[config.mk]
export PLATFORM = sky130hd
export DESIGN_NAME = ahb_mtx_in_stg
export DESIGN_NICKNAME = d
export VERILOG_FILES = /design/src/rtl/ahb_mtx_in_stg_pkg.sv /design/src/rtl/ahb_mtx_in_stg_hold_reg.sv /design/src/rtl/ahb_mtx_in_stg.sv
export SDC_FILE = /design/constraint.sdc
export NUM_CORES = 1
export LEC_CHECK = 0
export ABC_AREA = 1
export ABC_CLOCK_PERIOD_IN_PS = 3650
export CAP_MARGIN = 20
export CORE_MARGIN = 10
export CORE_UTILIZATION = 40
export DETAILED_ROUTE_END_ITERATION = 8
export PLACE_DENSITY = 0.82
export SYNTH_ARGS = -nofsm -noshare
export SYNTH_HDL_FRONTEND = slang
export SYNTH_SLANG_ARGS = --single-unit
[constraint.sdc]
create_clock -name HCLK -period 3.65 [get_ports HCLK]
set_clock_uncertainty 0.2 [all_clocks]
set_input_delay 1.095 -clock HCLK [delete_from_list [all_inputs] [get_ports HCLK]]
set_output_delay 1.095 -clock HCLK [all_outputs]
set_load 0.02 [all_outputs]
[src/rtl/ahb_mtx_in_stg_pkg.sv]
// Shared encodings for the AHB bus-matrix input stage.
package ahb_mtx_in_stg_pkg;

    localparam logic [1:0] HTRANS_IDLE   = 2'b00;
    localparam logic [1:0] HTRANS_BUSY   = 2'b01;
    localparam logic [1:0] HTRANS_NONSEQ = 2'b10;
    localparam logic [1:0] HTRANS_SEQ    = 2'b11;

    localparam logic [1:0] HRESP_OKAY  = 2'b00;
    localparam logic [1:0] HRESP_ERROR = 2'b01;

    typedef enum logic [1:0] {
        ST_NO_DP = 2'd0,
        ST_HELD  = 2'd1,
        ST_DP    = 2'd2
    } dp_state_e;

endpackage

[src/rtl/ahb_mtx_in_stg_hold_reg.sv]
// Holding register for one parked address phase, plus the live/held mux
// feeding the decoder.
module ahb_mtx_in_stg_hold_reg
    import ahb_mtx_in_stg_pkg::*;
#(
    parameter int unsigned ADDR_W = 32,
    parameter int unsigned MST_W  = 4
) (
    input  logic              clk,
    input  logic              rst,
    input  logic              load,
    input  logic              clear,
    input  logic              live_sel,
    input  logic [ADDR_W-1:0] live_addr,
    input  logic [1:0]        live_trans,
    input  logic              live_write,
    input  logic [2:0]        live_size,
    input  logic [2:0]        live_burst,
    input  logic [3:0]        live_prot,
    input  logic [MST_W-1:0]  live_master,
    input  logic              live_mastlock,
    output logic              out_sel,
    output logic [ADDR_W-1:0] out_addr,
    output logic [1:0]        out_trans,
    output logic              out_write,
    output logic [2:0]        out_size,
    output logic [2:0]        out_burst,
    output logic [3:0]        out_prot,
    output logic [MST_W-1:0]  out_master,
    output logic              out_mastlock,
    output logic              held
);

    logic [ADDR_W-1:0] h_addr;
    logic [1:0]        h_trans;
    logic              h_write;
    logic [2:0]        h_size;
    logic [2:0]        h_burst;
    logic [3:0]        h_prot;
    logic [MST_W-1:0]  h_master;
    logic              h_mastlock;

    // Load wins over clear; the two never coincide because loading is
    // impossible while a transfer is already held.
    always_ff @(posedge clk) begin
        if (rst) begin
            held       <= 1'b0;
            h_addr     <= '0;
            h_trans    <= HTRANS_IDLE;
            h_write    <= 1'b0;
            h_size     <= '0;
            h_burst    <= '0;
            h_prot     <= '0;
            h_master   <= '0;
            h_mastlock <= 1'b0;
        end else if (load) begin
            held       <= 1'b1;
            h_addr     <= live_addr;
            h_trans    <= live_trans;
            h_write    <= live_write;
            h_size     <= live_size;
            h_burst    <= live_burst;
            h_prot     <= live_prot;
            h_master   <= live_master;
            h_mastlock <= live_mastlock;
        end else if (clear) begin
            held       <= 1'b0;
        end
    end

    always_comb begin
        out_sel      = live_sel;
        out_addr     = live_addr;
        out_trans    = live_trans;
        out_write    = live_write;
        out_size     = live_size;
        out_burst    = live_burst;
        out_prot     = live_prot;
        out_master   = live_master;
        out_mastlock = live_mastlock;
        if (held) begin
            out_sel      = 1'b1;
            out_addr     = h_addr;
            out_trans    = h_trans;
            out_write    = h_write;
            out_size     = h_size;
            out_burst    = h_burst;
            out_prot     = h_prot;
            out_master   = h_master;
            out_mastlock = h_mastlock;
        end
    end

endmodule

[src/rtl/ahb_mtx_in_stg.sv]
// AHB bus-matrix input stage: parks ungranted address phases and tracks the
// master's data phase so the master sees the decoder's ready/response.
module ahb_mtx_in_stg
    import ahb_mtx_in_stg_pkg::*;
#(
    parameter int unsigned ADDR_W = 32,
    parameter int unsigned MST_W  = 4
) (
    input  logic              HCLK,
    input  logic              HRESET,
    input  logic              HSELS,
    input  logic [ADDR_W-1:0] HADDRS,
    input  logic [1:0]        HTRANSS,
    input  logic              HWRITES,
    input  logic [2:0]        HSIZES,
    input  logic [2:0]        HBURSTS,
    input  logic [3:0]        HPROTS,
    input  logic [MST_W-1:0]  HMASTERS,
    input  logic              HMASTLOCKS,
    input  logic              HREADYS,
    input  logic              active_in,
    input  logic              readyout_in,
    input  logic [1:0]        resp_in,
    output logic              sel_in,
    output logic [ADDR_W-1:0] addr_in,
    output logic [1:0]        trans_in,
    output logic              write_in,
    output logic [2:0]        size_in,
    output logic [2:0]        burst_in,
    output logic [3:0]        prot_in,
    output logic [MST_W-1:0]  master_in,
    output logic              mastlock_in,
    output logic              held_tran_in,
    output logic              HREADYOUTS,
    output logic [1:0]        HRESPS
);

    dp_state_e state;
    dp_state_e next_state;
    logic      tran_valid;
    logic      hold_load;
    logic      hold_clear;

    assign tran_valid = HSELS & HTRANSS[1] & HREADYS;
    assign hold_load  = (state != ST_HELD) && (next_state == ST_HELD);
    assign hold_clear = (state == ST_HELD) && (next_state == ST_DP);

    always_ff @(posedge HCLK) begin
        if (HRESET) begin
            state <= ST_NO_DP;
        end else begin
            state <= next_state;
        end
    end

    // An accepted address phase either starts a data phase or gets parked.
    always_comb begin
        dp_state_e accept_state;
        accept_state = ST_NO_DP;
        if (tran_valid) begin
            accept_state = active_in ? ST_DP : ST_HELD;
        end
        next_state = state;
        case (state)
            ST_NO_DP: next_state = accept_state;
            ST_HELD:  if (active_in && readyout_in) next_state = ST_DP;
            ST_DP:    if (readyout_in) next_state = accept_state;
            default:  next_state = ST_NO_DP;
        endcase
    end

    always_comb begin
        HREADYOUTS = 1'b1;
        HRESPS     = HRESP_OKAY;
        case (state)
            ST_HELD: HREADYOUTS = 1'b0;
            ST_DP: begin
                HREADYOUTS = readyout_in;
                HRESPS     = resp_in;
            end
            default: ;
        endcase
    end

    ahb_mtx_in_stg_hold_reg #(
        .ADDR_W (ADDR_W),
        .MST_W  (MST_W)
    ) u_hold_reg (
        .clk           (HCLK),
        .rst           (HRESET),
        .load          (hold_load),
        .clear         (hold_clear),
        .live_sel      (HSELS),
        .live_addr     (HADDRS),
        .live_trans    (HTRANSS),
        .live_write    (HWRITES),
        .live_size     (HSIZES),
        .live_burst    (HBURSTS),
        .live_prot     (HPROTS),
        .live_master   (HMASTERS),
        .live_mastlock (HMASTLOCKS),
        .out_sel       (sel_in),
        .out_addr      (addr_in),
        .out_trans     (trans_in),
        .out_write     (write_in),
        .out_size      (size_in),
        .out_burst     (burst_in),
        .out_prot      (prot_in),
        .out_master    (master_in),
        .out_mastlock  (mastlock_in),
        .held          (held_tran_in)
    );

endmodule
==> results of run 1 <==
==> repair_timing <==
item | CTS | global route
gates resized for setup | 49 | 3
setup endpoints to repair | 49 | 3
gates cloned | 0 | 0
buffers inserted | 0 | 0
==> final timing paths <==
check / slack [ns] / cells after the start / to
worst max-delay path: 0.03 / 3 / sel_in
worst max register to register: 1.87 / 8 / u_hold_reg.h_addr[8]
worst min-delay path: 0.28 / 2 / u_hold_reg.h_trans[1]
worst min register to register: 0.28 / 2 / u_hold_reg.h_trans[1]
==> state kept, by name, summed over array words and instances, names as in the netlist <==
name,flops
u_hold_reg.held,1
u_hold_reg.h_master,4
u_hold_reg.h_trans,2
u_hold_reg.h_mastlock,1
u_hold_reg.h_size,3
u_hold_reg.h_write,1
u_hold_reg.h_burst,3
u_hold_reg.h_addr,32
u_hold_reg.h_prot,4
state,2
==> power by group <==
group	switching [µW]	internal [µW]	total, µW
sequential	11.9	598	610
clock	170	127	296
combinational	183	172	354
total	364	896	1260
==> stage by stage <==
| step | TNS [ns] | cell area, µm² |
|---|---|---|
| after floorplan | 0 | 3000 |
| after global placement | -0.602 | 4510 |
| after detailed placement | -1.20 | 4510 |
| after global routing | 0 | 4530 |
| final | 0 | 4530 |
| after CTS | 0 | 4520 |
==> layout make-up <==
class	count	area share
tap	99	0.0274
timing repair buffer	174	0.341
sequential	53	0.235
clock buffer	5	0.0152
multi-input combinational	325	0.332
clock inverter	1	0.00111
inverter	58	0.0484
==> worst register-to-register path, delay by kind of cell, from the launching register on <==
kind                   cells  cell delay, ns
and+or+nand+nor            5            0.68
buffers and inverters      3            0.47
DFF                        1            0.33
==> synth_stat cells, types with 5 or more instances <==
library cell	n	area [µm²]
o21ai_0	50	250
buf_2	14	70.1
inv_1	55	206
a21oi_1	5	25.0
buf_6	5	56.3
dfxtp_1	53	1060
nor2_2	21	131
nor2_1	83	312
nand2_1	108	405
clkbuf_1	14	52.6
nand4_1	49	307
==> layer usage <==
layer  up-vias  global-route usage  routed length [µm]
li1       1771                   -                   -
met1      1524               0.183                3880
met2        82               0.285                4580
met3         4              0.0531                 537
met4         0              0.0300                  54
met5         -                   0                   0
==> cells by family (layout without fill, tap and decap cells) <==
family / count (synthesis) / after routing / synth area share
AOI/OAI and AO/OA: 56 / 56 / 0.0944
DFF: 53 / 53 / 0.354
buffers and inverters: 94 / 238 / 0.146
and+or+nand+nor: 269 / 269 / 0.406
==> tab_implementation.tex, run 1 <==
\begin{tabular}{lr}
\hline
Metric & Value \\
\hline
\multicolumn{2}{l}{\textbf{Outcome}} \\
\quad Outcome & complete, no violations \\
\multicolumn{2}{l}{\textbf{Place}} \\
\quad Gpl congestion & 0.741 \\
\quad Cell count after placement & 709 \\
\quad Port Buf Inserts & 112 \\
\quad DP Wirelength & 6.55 mm \\
\quad Pre-CTS setup slack & -0.0859 ns \\
\multicolumn{2}{l}{\textbf{Clock network}} \\
\quad Maximum clock path buffer count & 2 \\
\quad Number of CTS-inserted buffers & 5 \\
\quad Number of sinks handled by clock tree synthesis & 53 \\
\quad Clock transition at path regs & 0.09 ns \\
\quad H-tree levels & 2 \\
\quad Worst skew pair latency & 0.28 ns \\
\quad Cell at the root of the clock tree & clkbuf\_8 \\
\quad Number of buffers added to fix hold violations after cts & 0 \\
\quad TritonCTS clock tree & built \\
\multicolumn{2}{l}{\textbf{Die}} \\
\quad Die footprint & 11300 µm² \\
\quad Starting utilization of the core area & 0.413 \\
\quad Core area & 7250 µm² \\
\quad \# rows & 31 \\
\quad \# IOs & 113 \\
\quad DIE HEIGHT & 107 µm \\
\quad Die extent in x & 107 µm \\
\multicolumn{2}{l}{\textbf{Final layout}} \\
\quad Fraction of layout cells with a size suffix above 1 & 0.161 \\
\quad \# nets final & 675 \\
\quad Multi-input combinational cell area & 1500 µm² \\
\quad Area growth syn-to-layout & 51.1\% \\
\quad Core utilization of the finished layout & 0.624 \\
\quad Most frequent cells in the layout & nand2\_1 (108), nor2\_1 (83), buf\_4 (61) \\
\quad Antenna Diode Count & 0 \\
\quad Area taken by flip-flops and latches & 1060 µm² \\
\quad Most common cell after layout, fill and taps aside & nand2\_1 \\
\quad Non-filler cells in the finished layout & 715 \\
\quad Number of filler instances in the final layout & 683 \\
\multicolumn{2}{l}{\textbf{Worst setup path}} \\
\quad Ordered cell list for the critical path & clkdlybuf4s50\_1 -> or2\_2 -> clkdlybuf4s50\_1 \\
\quad Category of the worst setup path launch point & input pin \\
\quad CP delay by family, top & buffers and inverters \\
\quad Most numerous cell on the critical path & clkdlybuf4s50\_1 \\
\quad Critical Setup Path Class & input pin to primary output \\
\quad Required time reported for the critical path endpoint & 2.35 ns \\
\quad Sum of buffers and inverters on the critical path & 2 \\
\quad Worst path slowest cell & clkdlybuf4s50\_1 \\
\quad Worst reg2reg path startpoint & state[0] \\
\quad Critical path peak fanout & 2 \\
\quad Slowest Stage Delay on Critical Path & around 0.54 ns \\
\quad Critical path data arrival time & 2.32 ns \\
\quad Launching element of the worst setup path & HSELS \\
\quad CP Capture Type & primary output \\
\multicolumn{2}{l}{\textbf{Timing}} \\
\quad Transition at the pin with the smallest max-transition slack & 0.550 ns \\
\quad Maximum clock frequency & 276 MHz \\
\quad Remaining max-slew budget at the tightest pin & 0.633 \\
\quad Count of final hold-check violations & 0 \\
\quad Final setup vio count & 0 \\
\quad Final Cycle Share & 0.992 \\
\quad Post-layout min period & 3.62 ns \\
\quad Count of pins over their slew limit & 0 \\
\quad Final hold slack & 0.283 ns \\
\quad Worst setup slack after layout & between 0.03 and 0.04 ns \\
\quad Setup repair after global routing missed its margin & no \\
\multicolumn{2}{l}{\textbf{Detailed routing}} \\
\quad Vias per inst & 4.73 \\
\quad Initial DRT Pass Iterations & 5 \\
\quad DRT Wirelength & 9.05 mm \\
\quad Number of DRC violations after detailed-routing iteration 0 & roughly 130 \\
\quad DRT antenna net count & 0 \\
\quad Post-DR wirelength/cell & 12.7 µm \\
\quad Post-route DRC violation count & 0 \\
\quad Routed via count & 3381 \\
\multicolumn{2}{l}{\textbf{Synth}} \\
\quad Asr flop ratio synth & 0 \\
\quad Gate Count Post-Synth & between 400 and 500 \\
\quad Synth Net Count & 530 \\
\quad Post-Syn Area per Cell & 6.35 µm² \\
\quad Most common flop cell mapped by yosys & dfxtp\_1 \\
\quad Number of flops mapped to enable cells by yosys & 0 \\
\quad Seq/Total Area, Yosys & 0.354 \\
\quad Synthesis warning total & 0 \\
\quad Library cells used by synthesis & 22 \\
\quad Yosys reg bits & 53 \\
\quad Cell area after synthesis & 3000 µm² \\
\multicolumn{2}{l}{\textbf{Min path}} \\
\quad HP Start & u\_hold\_reg.h\_trans[1] \\
\quad Worst hold-check path type & flop to flop \\
\multicolumn{2}{l}{\textbf{Power and ir drop}} \\
\quad Total power & $\sim$1300 µW \\
\quad Max rail drop VDD & around 0.14 mV \\
\quad Power Dens Cells & 278 nW/µm² \\
\quad Leak pwr & between 0.002 and 0.0025 µW \\
\multicolumn{2}{l}{\textbf{GRT}} \\
\quad GR Util All Layers & 0.160 \\
\quad Antenna violations before repair & 0 \\
\quad Remaining global-route overflow & 0 \\
\quad Global-route wire length before repair & 15.6 mm \\
\quad Pin count of the biggest net entering global routing & 58 \\
\quad Vias in the first global route & between 3000 and 4000 \\
\multicolumn{2}{l}{\textbf{Job}} \\
\quad Number of violations of the max-capacitance limit & 0 \\
\hline
\end{tabular}
Note: power is estimated with default switching activity, not from simulation.
==> run 2: changes to the inputs <==
--- a/config.mk
+++ b/config.mk
@@ -8,10 +8,12 @@
 export ABC_AREA = 1
 export ABC_CLOCK_PERIOD_IN_PS = 3650
 export CAP_MARGIN = 20
+export CELL_PAD_IN_SITES_DETAIL_PLACEMENT = 1
+export CELL_PAD_IN_SITES_GLOBAL_PLACEMENT = 1
 export CORE_MARGIN = 10
-export CORE_UTILIZATION = 40
+export CORE_UTILIZATION = 32
 export DETAILED_ROUTE_END_ITERATION = 8
-export PLACE_DENSITY = 0.82
+export PLACE_DENSITY = 0.94
 export SYNTH_ARGS = -nofsm -noshare
 export SYNTH_HDL_FRONTEND = slang
 export SYNTH_SLANG_ARGS = --single-unit
==> tab_implementation.tex, run 2 (synthesis gave the netlist of run 1 again) <==
\begin{tabular}{lr}
\hline
Metric & Value \\
\hline
\multicolumn{2}{l}{\textbf{Detailed routing}} \\
\quad Routed via count & between 3000 and 4000 \\
\quad DRT Wirelength & between 10 and 15 mm \\
\quad Vias per inst & about 5 \\
\quad DRT antenna net count & 0 \\
\quad Post-DR wirelength/cell & $\sim$15 µm \\
\quad Initial DRT Pass Iterations & 4 \\
\quad Number of DRC violations after detailed-routing iteration 0 & 151 \\
\quad Post-route DRC violation count & 0 \\
\multicolumn{2}{l}{\textbf{Die}} \\
\quad Die footprint & roughly 14000 µm² \\
\quad Die extent in x & 117 µm \\
\quad \# rows & 35 \\
\quad Starting utilization of the core area & 0.326 \\
\quad Core area & 9200 µm² \\
\quad \# IOs & about 110 \\
\quad DIE HEIGHT & 117 µm \\
\multicolumn{2}{l}{\textbf{GRT}} \\
\quad GR Util All Layers & 0.165 \\
\quad Pin count of the biggest net entering global routing & 51 \\
\quad Remaining global-route overflow & 0 \\
\quad Global-route wire length before repair & 18.5 mm \\
\quad Vias in the first global route & 3970 \\
\quad Antenna violations before repair & 1 \\
\multicolumn{2}{l}{\textbf{Outcome}} \\
\quad Outcome & complete, no violations \\
\multicolumn{2}{l}{\textbf{Place}} \\
\quad Gpl congestion & 0.715 \\
\quad DP Wirelength & between 8 and 9 mm \\
\quad Port Buf Inserts & about 110 \\
\quad Placed cell area & roughly 4500 µm² \\
\quad Cell count after placement & about 700 \\
\multicolumn{2}{l}{\textbf{Timing}} \\
\quad Setup repair after global routing missed its margin & no \\
\quad Final Cycle Share & 0.959 \\
\quad Remaining max-slew budget at the tightest pin & 0.427 \\
\quad Post-layout min period & 3.50 ns \\
\quad Count of pins over their slew limit & 0 \\
\quad Transition at the pin with the smallest max-transition slack & 0.859 ns \\
\quad Count of final hold-check violations & 0 \\
\quad Post-Route Setup TNS & 0 ns \\
\quad Maximum clock frequency & 286 MHz \\
\quad Final setup vio count & 0 \\
\multicolumn{2}{l}{\textbf{Worst setup path}} \\
\quad CP Capture Type & primary output \\
\quad Category of the worst setup path launch point & input pin \\
\quad Worst path slowest cell & clkdlybuf4s50\_1 \\
\quad Launching element of the worst setup path & HADDRS[20] \\
\quad Critical path data arrival time & 2.20 ns \\
\quad CP delay by family, top & buffers and inverters \\
\quad Critical path peak fanout & 2 \\
\quad Slowest Stage Delay on Critical Path & 0.47 ns \\
\quad Required time reported for the critical path endpoint & between 2 and 2.5 ns \\
\quad Sum of buffers and inverters on the critical path & 3 \\
\quad Critical Setup Path Class & input pin to primary output \\
\quad Ordered cell list for the critical path & clkdlybuf4s50\_1 -> inv\_1 -> o21ai\_0 -> dlygate4sd2\_1 \\
\quad Worst reg2reg path startpoint & state[0] \\
\multicolumn{2}{l}{\textbf{Min path}} \\
\quad Worst hold-check path type & flop to flop \\
\quad HP Start & u\_hold\_reg.h\_addr[13] \\
\multicolumn{2}{l}{\textbf{Power and ir drop}} \\
\quad Leak pwr & 0.00208 µW \\
\quad Max rail drop VDD & $\sim$0.13 mV \\
\quad Total power & 1320 µW \\
\quad Power Dens Cells & $\sim$290 nW/µm² \\
\multicolumn{2}{l}{\textbf{Clock network}} \\
\quad Number of sinks handled by clock tree synthesis & 53 \\
\quad Maximum clock path buffer count & 2 \\
\quad Cell at the root of the clock tree & clkbuf\_8 \\
\quad TritonCTS clock tree & built \\
\quad H-tree levels & 2 \\
\quad Clock transition at path regs & 0.09 ns \\
\quad Number of buffers added to fix hold violations after cts & 0 \\
\quad Number of CTS-inserted buffers & 5 \\
\quad Worst skew pair latency & 0.30 ns \\
\multicolumn{2}{l}{\textbf{Final layout}} \\
\quad Top Registers & u\_hold\_reg.h\_addr: 32 flops, u\_hold\_reg.h\_master: 4 flops, u\_hold\_reg.h\_prot: 4 flops \\
\quad Finished layout cell area & 4550 µm² \\
\quad Antenna Diode Count & 0 \\
\quad Fraction of layout cells with a size suffix above 1 & 0.154 \\
\quad Non-filler cells in the finished layout & 723 \\
\quad Most frequent cells in the layout & nand2\_1 (108), nor2\_1 (83), clkdlybuf4s50\_1 (58) \\
\quad Biggest register & u\_hold\_reg.h\_addr \\
\quad Flip-flop count of the largest register after layout & 32 \\
\quad Most common cell after layout, fill and taps aside & nand2\_1 \\
\quad Area growth syn-to-layout & 51.8\% \\
\quad \# nets final & 670 \\
\multicolumn{2}{l}{\textbf{Job}} \\
\quad Number of violations of the max-capacitance limit & 0 \\
\hline
\end{tabular}
run 2: path summary, 6_finish.rpt:
check,endpoint,slack [ns],depth (start not counted)
worst max-delay path,addr_in[20],0.15,4
worst min-delay path,u_hold_reg.h_addr[13],0.29,2
worst max register to register,u_hold_reg.h_addr[7],1.81,8
worst min register to register,u_hold_reg.h_addr[13],0.29,2
run 2: area by class of cell:
class	count	area (µm²)
fill	1224	4650
timing repair buffer	169	1540
multi-input combinational	325	1500
sequential	53	1060
inverter	58	219
tap	111	139
clock buffer	7	86.3
run 2: stage by stage:
| step | setup WS [ns] | util | hold slack [ns] |
|---|---|---|---|
| 2_1_floorplan | 0.754 | - | 0.230 |
| 3_3_place_gp | -0.105 | 0.492 | 0.258 |
| 3_5_place_dp | -0.141 | 0.492 | 0.277 |
| 4_1_cts | 0.0214 | 0.494 | 0.295 |
| 5_1_grt | 0.104 | 0.495 | 0.311 |
| 6_report | 0.150 | 0.495 | 0.292 |
run 2: metal layers:
metal | vias up | track usage | part of all wire | wire length [µm]
li1 | 1764 | - | - | -
met4 | 0 | 0.0280 | 0.0063 | 70
met3 | 8 | 0.0493 | 0.063 | 697
met2 | 79 | 0.317 | 0.53 | 5840
met5 | - | 0 | 0 | 0
met1 | 1682 | 0.175 | 0.40 | 4430
run 2: worst reg2reg max path: stages, from the launching register on:
cell and delay [ns]:
dfxtp_1 0.34, inv_2 0.11, nand2_1 0.08, buf_4 0.14, nand2_2 0.05, buf_4 0.45
nand4_1 0.19, nand2_1 0.13, nor2_2 0.05
run 2: power by group:
part / internal (µW) / leakage, µW / switching (µW)
logic: 170 / 0.00161 / 191
registers: 598 / 0.000431 / 14.9
clock network: 151 / 0.0000443 / 191
run 2: repair_timing:
action	4_1_cts	5_1_grt
buffers inserted	0	0
endpoints found under the setup margin	52	2
gates cloned	0	0
gates resized for setup	52	2
==> run 3: changes to the inputs <==
--- a/config.mk
+++ b/config.mk
@@ -9,11 +9,12 @@
 export ABC_CLOCK_PERIOD_IN_PS = 3650
 export CAP_MARGIN = 20
 export CELL_PAD_IN_SITES_DETAIL_PLACEMENT = 1
-export CELL_PAD_IN_SITES_GLOBAL_PLACEMENT = 1
+export CELL_PAD_IN_SITES_GLOBAL_PLACEMENT = 2
 export CORE_MARGIN = 10
-export CORE_UTILIZATION = 32
+export CORE_UTILIZATION = 24
 export DETAILED_ROUTE_END_ITERATION = 8
-export PLACE_DENSITY = 0.94
+export PLACE_DENSITY = 0.93
+export SETUP_SLACK_MARGIN = 0.5
 export SYNTH_ARGS = -nofsm -noshare
 export SYNTH_HDL_FRONTEND = slang
 export SYNTH_SLANG_ARGS = --single-unit
==> tab_implementation.tex, run 3 (synthesis gave the netlist of run 1 again) <==
\begin{tabular}{lr}
\hline
Metric & Value \\
\hline
\multicolumn{2}{l}{\textbf{Outcome}} \\
\quad Outcome & complete, no violations \\
\multicolumn{2}{l}{\textbf{Timing}} \\
\quad Count of final hold-check violations & 0 \\
\quad Count of pins over their slew limit & 0 \\
\quad Final Cycle Share & 0.841 \\
\quad Worst setup slack after layout & between 0.5 and 0.6 ns \\
\quad Post-Route Setup TNS & 0 ns \\
\quad Remaining max-slew budget at the tightest pin & 0.573 \\
\quad Post-layout min period & 3.07 ns \\
\quad Maximum clock frequency & roughly 330 MHz \\
\quad Setup repair after global routing missed its margin & no \\
\quad Final setup vio count & 0 \\
\quad Transition at the pin with the smallest max-transition slack & 0.640 ns \\
\multicolumn{2}{l}{\textbf{Final layout}} \\
\quad \# nets final & a little over 900 \\
\quad Fraction of layout cells with a size suffix above 1 & 0.490 \\
\quad Multi-input combinational cell area & 1540 µm² \\
\quad Area taken by flip-flops and latches & roughly 1100 µm² \\
\quad Biggest register & u\_hold\_reg.h\_addr \\
\quad Number of filler instances in the final layout & approximately 1500 \\
\quad Area growth syn-to-layout & 117\% \\
\quad Most common cell after layout, fill and taps aside & buf\_4 \\
\quad Most frequent cells in the layout & buf\_4 (347), nand2\_1 (108), nor2\_1 (82) \\
\quad Core utilization of the finished layout & 0.537 \\
\quad Top Registers & u\_hold\_reg.h\_addr: 32 flops, u\_hold\_reg.h\_master: 4 flops, u\_hold\_reg.h\_prot: 4 flops \\
\quad Flip-flop count of the largest register after layout & 32 \\
\quad Non-filler cells in the finished layout & 1031 \\
\multicolumn{2}{l}{\textbf{Worst setup path}} \\
\quad Worst reg2reg path startpoint & state[1] \\
\quad Flop2flop setup slack & 1.96 ns \\
\quad Critical path peak fanout & 2 \\
\quad Launching element of the worst setup path & HMASTLOCKS \\
\quad Category of the worst setup path launch point & input pin \\
\quad CP Capture Type & primary output \\
\quad Critical Setup Path Class & input pin to primary output \\
\quad Capture point of the worst reg-to-reg path & u\_hold\_reg.h\_addr[14] \\
\quad Reg2Reg Depth & 6 \\
\quad Critical path data arrival time & 1.77 ns \\
\quad Required time reported for the critical path endpoint & 2.35 ns \\
\multicolumn{2}{l}{\textbf{Clock network}} \\
\quad Number of sinks handled by clock tree synthesis & 53 \\
\quad Cell at the root of the clock tree & clkbuf\_16 \\
\quad Number of CTS-inserted buffers & 5 \\
\quad Number of buffers added to fix hold violations after cts & 0 \\
\quad Clock transition at path regs & around 0.07 ns \\
\quad TritonCTS clock tree & built \\
\quad H-tree levels & 2 \\
\quad Maximum clock path buffer count & 2 \\
\quad Worst skew pair latency & 0.29 ns \\
\multicolumn{2}{l}{\textbf{Die}} \\
\quad Die extent in x & 132 µm \\
\quad Die footprint & 17300 µm² \\
\quad \# rows & 40 \\
\quad Core area & 12100 µm² \\
\quad Starting utilization of the core area & 0.247 \\
\quad DIE HEIGHT & 132 µm \\
\quad \# IOs & approximately 110 \\
\multicolumn{2}{l}{\textbf{GRT}} \\
\quad Remaining global-route overflow & 0 \\
\quad GR Util All Layers & 0.197 \\
\quad Vias in the first global route & approximately 5500 \\
\quad Global-route wire length before repair & 28.2 mm \\
\quad Antenna violations before repair & 1 \\
\quad Pin count of the biggest net entering global routing & 54 \\
\multicolumn{2}{l}{\textbf{Place}} \\
\quad Pre-CTS setup slack & -0.133 ns \\
\quad DP Wirelength & 7.64 mm \\
\quad Cell count after placement & 774 \\
\quad Port Buf Inserts & 112 \\
\quad Gpl congestion & 0.720 \\
\multicolumn{2}{l}{\textbf{Detailed routing}} \\
\quad Post-DR wirelength/cell & 17.2 µm \\
\quad Routed via count & 4753 \\
\quad Vias per inst & 4.61 \\
\quad DRT Wirelength & 17.8 mm \\
\quad Initial DRT Pass Iterations & 4 \\
\quad DRT antenna net count & 0 \\
\quad Post-route DRC violation count & 0 \\
\quad Number of DRC violations after detailed-routing iteration 0 & 225 \\
\multicolumn{2}{l}{\textbf{Power and ir drop}} \\
\quad Power Dens Cells & $\sim$260 nW/µm² \\
\quad Leak pwr & 0.00340 µW \\
\quad Max rail drop VDD & 0.162 mV \\
\multicolumn{2}{l}{\textbf{Min path}} \\
\quad HP Start & u\_hold\_reg.h\_addr[23] \\
\quad Hold depth & 2 \\
\quad Endpoint of the worst hold path & u\_hold\_reg.h\_addr[23] \\
\quad Worst hold-check path type & flop to flop \\
\multicolumn{2}{l}{\textbf{Job}} \\
\quad Number of violations of the max-capacitance limit & 0 \\
\hline
\end{tabular}
## run 3: changes by cell type in the layout (fill, tap and decap cells not counted), sizes merged
cell and change:
clkdlybuf4s50 -54, dlymetal6s2s +6, dlygate4sd2 -6, diode +1, buf +304
## run 3: where the power goes
part | internal, µW | total (µW) | switching, µW | leakage (µW)
clock network | 270 | 479 | 209 | 0.0000700
logic | 336 | 612 | 276 | 0.00290
registers | 599 | 612 | 13.3 | 0.000431
total | 1200 | 1700 | 499 | 0.00340
## run 3: routing by layer
layer,GRT usage,share of wire,vias to the layer above
met2,0.391,0.56,120
met4,0.0791,0.036,0
met5,0,0,-
met1,0.196,0.37,2317
met3,0.0351,0.033,44
li1,-,-,2272
## run 3: stage by stage
stage | hold WS, ns | power (µW) | instance area [µm²]
3_5_place_dp | 0.271 | 1020 | 4580
3_3_place_gp | 0.264 | 1000 | 4580
2_1_floorplan | 0.230 | 801 | 3000
4_1_cts | 0.287 | 1660 | 6410
5_1_grt | 0.313 | 1790 | 6500
6_report | 0.286 | 1700 | 6500
## run 3: worst max-delay path by stage
stage,to,cells after the start
2_1_floorplan,addr_in[0],2
3_3_place_gp,HREADYOUTS,4
3_5_place_dp,HREADYOUTS,4
4_1_cts,addr_in[24],4
5_1_grt,u_hold_reg.h_prot[0],17
6_report,mastlock_in,4
## run 3: cell type report
class	count	area share
antenna	1	0.000385
inverter	58	0.0337
clock buffer	7	0.0219
tap	168	0.0323
timing repair buffer	419	0.511
sequential	53	0.163
multi-input combinational	325	0.237
## run 3: what timing repair did
item / 4_1_cts / 5_1_grt
resized for setup: 419 / 40
buffers inserted: 249 / 0
pin swaps: 1 / 2
endpoints found under the setup margin: 54 / 9
## run 3: worst max-delay path, stage by stage
cell and delay, ns:
dlygate4sd2_1 0.22, inv_1 0.10, o21ai_1 0.17, buf_4 0.18
